`src/rtl/cra_sbr_stack.sv`:
```
// ---------------------------------------------------------------------------
// cra_sbr_stack
//
// This is the CRAM subroutine call/return stack for the microsequencer.
//
// A CALL, or a trap that forces CRADR to 1777, saves the current microcode
// address. A RETURN dispatch takes the top entry off the stack again. The
// current top entry is always available, registered, as sbrRet for the CRAM
// address mux. The pointer, the depth and two sticky error flags can be read
// back over EBUS for diagnostics.
//
// Ports
//   clk        system clock; all state changes on its rising edge
//   reset      synchronous active-high reset; overrides every other input
//   en         microinstruction-advance enable; when low, the stack holds
//   call       CRAM CALL bit
//   force1777  trap forcing of CRADR to 1777; acts as a call, suppresses ret
//   ret        RETURN dispatch decoded
//   pushAdr    address to save (current CRADR)
//   diaClr     diagnostic clear of the sticky flags only
//   sbrRet     registered top-of-stack entry
//   stackAdr   {depth==0, sp} for EBUS diagnostics
//   depth      number of valid entries, 0..DEPTH
//   overflow   sticky: a push happened while the stack was full
//   underflow  sticky: a pop happened while the stack was empty
// ---------------------------------------------------------------------------
module cra_sbr_stack #(
    parameter int DEPTH = 16,
    parameter int AW    = 11,
    parameter int PW    = 4
) (
    input  logic          clk,
    input  logic          reset,
    input  logic          en,
    input  logic          call,
    input  logic          force1777,
    input  logic          ret,
    input  logic [AW-1:0] pushAdr,
    input  logic          diaClr,
    output logic [AW-1:0] sbrRet,
    output logic [PW:0]   stackAdr,
    output logic [PW:0]   depth,
    output logic          overflow,
    output logic          underflow
);

    localparam logic [PW:0] FULL = (PW+1)'(DEPTH);

    // Storage is cleared by reset, so it is built from flops, one entry per
    // generate slice, rather than from block RAM.
    logic [AW-1:0] mem_reg [DEPTH];

    logic [PW-1:0] sp_reg,        sp_next;
    logic [PW:0]   depth_reg,     depth_next;
    logic [AW-1:0] sbr_ret_reg,   sbr_ret_next;
    logic          overflow_reg,  overflow_next;
    logic          underflow_reg, underflow_next;

    logic          do_push, do_pop;
    logic          op_push, op_pop, op_repl;
    logic          wr_en;
    logic [PW-1:0] wr_ptr;

    // A trap suppresses the pop, so trap plus return is a plain push.
    assign do_push = en & (call | force1777);
    assign do_pop  = en & ret & ~force1777;

    assign op_push = do_push & ~do_pop;
    assign op_pop  = ~do_push & do_pop;
    assign op_repl = do_push & do_pop;

    always_comb begin
        sp_next        = sp_reg;
        depth_next     = depth_reg;
        wr_en          = 1'b0;
        wr_ptr         = sp_reg;
        overflow_next  = overflow_reg;
        underflow_next = underflow_reg;

        if (diaClr) begin
            overflow_next  = 1'b0;
            underflow_next = 1'b0;
        end

        if (op_push) begin
            // sp wraps freely. On overflow the oldest entry gets overwritten.
            sp_next = sp_reg + 1'b1;
            wr_en   = 1'b1;
            wr_ptr  = sp_reg + 1'b1;
            if (depth_reg == FULL) begin
                overflow_next = 1'b1;   // a new error event beats diaClr
            end else begin
                depth_next = depth_reg + 1'b1;
            end
        end else if (op_pop) begin
            // sp still moves on underflow, so sbrRet then shows stale data.
            sp_next = sp_reg - 1'b1;
            if (depth_reg == '0) begin
                underflow_next = 1'b1;
            end else begin
                depth_next = depth_reg - 1'b1;
            end
        end else if (op_repl) begin
            // A return-and-call swaps the top entry in place.
            wr_en  = 1'b1;
            wr_ptr = sp_reg;
        end

        // Every write lands at the new sp, so the write data is forwarded
        // straight into the registered top-of-stack.
        if (wr_en) begin
            sbr_ret_next = pushAdr;
        end else begin
            sbr_ret_next = mem_reg[sp_next];
        end
    end

    genvar gi;
    generate
        for (gi = 0; gi < DEPTH; gi++) begin : g_entry
            always_ff @(posedge clk) begin
                if (reset) begin
                    mem_reg[gi] <= '0;
                end else if (wr_en && (wr_ptr == PW'(gi))) begin
                    mem_reg[gi] <= pushAdr;
                end
            end
        end
    endgenerate

    always_ff @(posedge clk) begin
        if (reset) begin
            sp_reg        <= '0;
            depth_reg     <= '0;
            sbr_ret_reg   <= '0;
            overflow_reg  <= 1'b0;
            underflow_reg <= 1'b0;
        end else begin
            sp_reg        <= sp_next;
            depth_reg     <= depth_next;
            sbr_ret_reg   <= sbr_ret_next;
            overflow_reg  <= overflow_next;
            underflow_reg <= underflow_next;
        end
    end

    assign sbrRet    = sbr_ret_reg;
    assign depth     = depth_reg;
    assign stackAdr  = {(depth_reg == '0), sp_reg};
    assign overflow  = overflow_reg;
    assign underflow = underflow_reg;

endmodule

```
`config.mk`:
```
export PLATFORM = sky130hd
export DESIGN_NAME = cra_sbr_stack
export DESIGN_NICKNAME = d
export VERILOG_FILES = /design/src/rtl/cra_sbr_stack.sv
export SDC_FILE = /design/constraint.sdc
export NUM_CORES = 1
export LEC_CHECK = 0
export BUFFER_PORTS_ARGS = -buffer_cell sky130_fd_sc_hd__buf_2
export CAP_MARGIN = 40
export CORE_ASPECT_RATIO = 1.5
export CORE_MARGIN = 1
export CORE_UTILIZATION = 25
export DETAILED_ROUTE_END_ITERATION = 10
export RECOVER_POWER = 25
export SLEW_MARGIN = 25
export SYNTH_ARGS = -nofsm -noshare
export SYNTH_HDL_FRONTEND = slang
export SYNTH_SLANG_ARGS = --single-unit
```
`constraint.sdc`:
```
create_clock -name clk -period 3.7 [get_ports clk]
set_input_delay 0.37 -clock clk [delete_from_list [all_inputs] [get_ports clk]]
set_output_delay 0.37 -clock clk [all_outputs]
set_load 0.01 [all_outputs]
```
* Word level (Yosys, flattened, before mapping)
Memory sizes are Yosys's and may differ from the RTL's. Index checks and enable logic that the tools add are counted.
Word-level totals: input port bits 18, ROM bits 0, memory bits (writable) 176, bits in latches 0, memories kept 1, flip-flop bits (word level) 22
Cells by class: muxes and demuxes 84, shift operators 0, bitwise operators 26, add/sub/neg operators 4, reduce and logical (&&, ||, !) cells 20, multiply operators 0, equality and inequality tests 18, divide/modulo/power cells 0, $lt $le $gt $ge 0
Memories:
- mem_reg | depth 16, bits a word 11, rd ports 1, clocked after memory_dff 0, wr ports 16, RTL line 51 | logic [AW-1:0] mem_reg [DEPTH];
Operators by type and width (number):
- $mux W11 | 17
- $mux W1 | 60
- $eq A4 B4 Y1 const B | 8
- $mux W5 | 4
- $or A1 B1 Y1 | 17
- $eq A4 B3 Y1 const B | 4
- $logic_and A1 B1 Y1 | 16
- $mux W4 | 3
- $eq A4 B2 Y1 const B | 2
- $and A1 B1 Y1 | 6
- $add A5 B1 Y5 const B | 1
- $eq A5 B5 Y1 const B | 1
- $logic_not A5 Y1 | 1
- $sub A5 B1 Y5 const B | 1
- $add A4 B1 Y4 const B | 1
- $eq A4 B1 Y1 const B | 1
- $logic_not A4 Y1 | 1
- $sub A4 B1 Y4 const B | 1
- $not A1 Y1 | 3
- $reduce_and A3 Y1 | 1
- $ne A2 B1 Y1 const B | 1
- $ne A2 B2 Y1 const B | 1
- $reduce_bool A2 Y1 | 1

* Longest topological paths before layout
word-level depth 11, mapped depth 12, mapped depth without buffers 10

* Worst setup path before layout
OpenSTA, ideal clock, no wires.
kind reg2reg, from reg sp_reg[0], to reg sbr_ret_reg[1] (netlist: sbrRet[1]), slack 1.045 ns, period minus slack after synthesis 2.655 ns, arrival time 2.535 ns, buffers on the path 4, data required time 3.580 ns, library setup time 0.120 ns, stages on the path, launching flop included 12, cell sequence dfxtp_1 > buf_2 > inv_2 > ha_1 > nor3_1 > o21ai_0 > o221a_2 > buf_2 > buf_2 > clkbuf_1 > a311oi_1 > o31a_1
On the way: longest elaborated chain between the ends 5
RTL lines:
- from (decl) | RTL line 53 | logic [PW-1:0] sp_reg, sp_next;
- from (signal assigned) | RTL line 139 | sp_reg <= sp_next;
- $sub A4 B1 Y4 | RTL line 97 | sp_next = sp_reg - 1'b1;
- $mux W4 | RTL line 95 | end else if (op_pop) begin
- $mux W4 * | RTL line 85 | if (op_push) begin
- $mem_v2 Z16 W11 *
- $mux W11 * | RTL line 111 | if (wr_en) begin
- to (signal assigned) | RTL line 141 | sbr_ret_reg <= sbr_ret_next;
- to (decl) | RTL line 55 | logic [AW-1:0] sbr_ret_reg, sbr_ret_next;
Mark *: on every way between the ends. The rest lies on a longest branch, timed or not. A chain may end at the register's enable or synchronous reset.

* Final worst setup path
from reg sp_reg[0], to reg sbr_ret_reg[7] (netlist: sbrRet[7])
Same word-level chain as after synthesis.

==> flow_summary.ini <==
[grt]
use_met3 = 0.0229
global_route.peak_usage_layer = met2
grt_overflow_total = 0
grtUsageMet1 = 0.152
via_count_of_the_first_global_routing_pass = 6314
initial_antenna_violation_count = 1
grt_pass1_wl_um = 38800
grt_use_total = 0.135
met2_usage = 0.242
largest_net_degree_at_the_start_of_global_routing = 47

[logic_synthesis]
avgSynthCellArea_um2 = 11.4
synthesis.instances = 849
synth.cells.most_frequent = and2_1, edfxtp_1, nand2_1
yosys_register_bits = 198
synth_async_sr_flop_share = 0
synth-edff-count = 176
synthFlopType = edfxtp_1
synth_top_cell_area_share = 0.546
synth-warning-count = 0
synthesis.area_um2 = 9680
synth_largest_area_cell = edfxtp_1
ys_types = 48
mappedNetlistNets = 873
synth_area_leaders = edfxtp_1, and2_1, dfxtp_1
synth.yosys.seq_area_share = 0.592

[critical_path]
cp_max_fo = 38
cell_by_cell_listing_of_the_critical_path = inv_1 -> ha_1 -> nor3_1 -> o21ai_0 -> o221a_2 -> buf_12 -> mux2_2 -> o22ai_1 -> o31a_1
critPathSlowestCell = dfxtp_1
ff2ff_setup_slack_ps = 370
slowest_cell_delay_on_critical_path_ps = 630
start_kind = register
r2r_cells = 9
crit_arrival_ps = 3710
worstSetupPathType = register to register
end_kind = register
critPathRequiredTime_ps = 4080

[finish]
multi_input_comb_area_um2 = 3710
diodes = 0
num-nets-final = 907
area.growth.synth_to_final_pct = 15.4
fillCellCount = 3877
register_area_um2 = 5730
final_area_um2 = 11200
largest_register_ff_count = 176
layout_cell_share_with_drive_strength_beyond_1 = 0.138
layout_utilization = 0.295

[min_path]
hold_path_depth = 4
worst_hold_path_type = primary input to register

[clocking]
cts_buffers = 17
postCtsSetupBuffers = 0
cts_repair_resize_count = 0
cts.root.buffer_cell = clkbuf_16
cts.clk_slew.worst_paths_ps = 70
clock_latency_ps = 450
clock_sinks = 198
cts_buffer_depth = 2
cts_tree = yes
cts-htree-levels = 4
post_cts_hold_buffer_count = 0

[power]
p_int_uw = 3980
leakage_power_uw = 0.00413
peakVddDrop_mv = 0.248
clock_power_share = 0.357
seq_power_share = 0.479
power.net_switching_uw = 1460
power.switching_fraction = 0.269
power.combinational.fraction = 0.164
power_density_nw_per_um2 = 487

[floorplan]
core_area_um2 = 37900
top_level_ports = 41
width_of_the_chip_um = 163
die_y_um = 243
row_count = 87
area_enclosed_by_the_die_boundary_um2 = 39500
starting_density = 0.255

[status]
result_of_the_run = finished clean

[detailed_routing]
drcViolationCount = 0
router_iterations_before_antenna_repair = 5
drt_iter0_markers = 382
finalWirelength_um = 25600
detail_route.vias_per_cell = 4.63
wire_per_inst_um = 18.5
dr_total_vias = 6407
drt.antenna.violating_nets = 0

[sta]
worstMarginPinSlew_ps = 1190
postLayoutSetupSlackWorst_ps = 371
final-setup-viol-count = 0
slew_viol_final = 0
final.setup.tns_ps = 0
final-hold-violation-count = 0
timing.fmax_ghz = 0.300
max_slew_headroom = 0.201
timing.final.crit_share = 0.900
fin_crit_ps = 3330
grt_setup_unrepaired = false
worst_clock_skew_ps = 10.3

[place]
gp_routability_congestion = 0.885
dp.final_hpwl_um = 17300
post_dp_cell_area_um2 = 10600
placement.io_buffers = 40
dp_slack_ps = 492

[run]
max-cap-violations = 0
worst paths after layout:
| kind | startpoint | endpoint |
|---|---|---|
| worst min register to register | overflow | overflow |
| worst min-delay path | diaClr | overflow |
| worst max register to register | sp_reg[0] | sbrRet[7] |
| worst max-delay path | sp_reg[0] | sbrRet[7] |
worst max-delay path, delay by kind of cell, from the launching register on:
kind | cells | cell delay, ps
compound gates | 4 | 1170
fa+ha+maj | 1 | 450
flops | 1 | 630
simple gates | 1 | 80
buf+inv | 2 | 540
mux | 1 | 370
area by class of cell:
| cell class | count | area share |
|---|---|---|
| repair buffers | 79 | 0.0411 |
| multi-input cells | 578 | 0.333 |
| inverters | 9 | 0.00302 |
| well taps | 489 | 0.0548 |
| clock inverters | 10 | 0.0104 |
| flip-flops and latches | 198 | 0.513 |
| clock buffers | 22 | 0.0454 |
cells by family (layout without fill, tap and decap cells):
logic type	count (synthesis)	after routing	share of synthesized area
AND/OR/NAND/NOR	395	395	0.213
flip-flops	198	198	0.592
AO/OA/AOI/OAI	101	101	0.0754
buffers and inverters	73	120	0.0305
multiplexers	64	64	0.0689
XOR/XNOR	12	12	0.0124
adder cells (fa/ha/maj)	6	6	0.00853
stage by stage:
stage / total power [uW] / std cells / hold slack, ps
final: 5440 / 1385 / 253
after global routing: 5620 / 1385 / 257
after CTS: 5490 / 1384 / 236
after detailed placement: 3570 / 1352 / 493
after global placement: 3540 / 1346 / 466
after floorplan: 3210 / 849 / 524
per-layer routing:
| metal | vias up | wire length [um] |
|---|---|---|
| li1 | 3054 | - |
| met1 | 3138 | 10200 |
| met2 | 169 | 13400 |
| met3 | 44 | 1040 |
| met4 | 2 | 913 |
| met5 | - | 17 |
power by group through the flow:
stage          Clock, uW  Sequential [uW]  Combinational [uW]
6_report            1940             2600                 894
5_1_grt             2040             2620                 966
4_1_cts             1970             2600                 918
3_5_place_dp           0             2650                 914
3_3_place_gp           0             2650                 893
2_1_floorplan          0             2640                 566
cells in the final DEF (no fill, tap or decap), drive strengths merged, types with 4 or more instances in the layout:
| master | netlist | final |
|---|---|---|
| o21bai | 16 | 16 |
| and2 | 176 | 176 |
| ha | 5 | 5 |
| clkinvlp | 0 | 5 |
| xor2 | 6 | 6 |
| a31o | 10 | 10 |
| mux2i | 43 | 43 |
| clkbuf | 45 | 54 |
| nor3 | 19 | 19 |
| and3 | 13 | 13 |
| a31oi | 4 | 4 |
| o31a | 10 | 10 |
| nor2 | 48 | 48 |
| o21ai | 13 | 13 |
| dfxtp | 22 | 22 |
| nand2 | 99 | 99 |
| mux2 | 21 | 21 |
| edfxtp | 176 | 176 |
| xnor2 | 6 | 6 |
| nand3 | 25 | 25 |
| inv | 9 | 9 |
| buf | 19 | 47 |
| a21oi | 11 | 11 |
| o22ai | 12 | 12 |
| a311oi | 11 | 11 |
| nor2b | 5 | 5 |
Note: power is estimated with default switching activity, not from simulation.
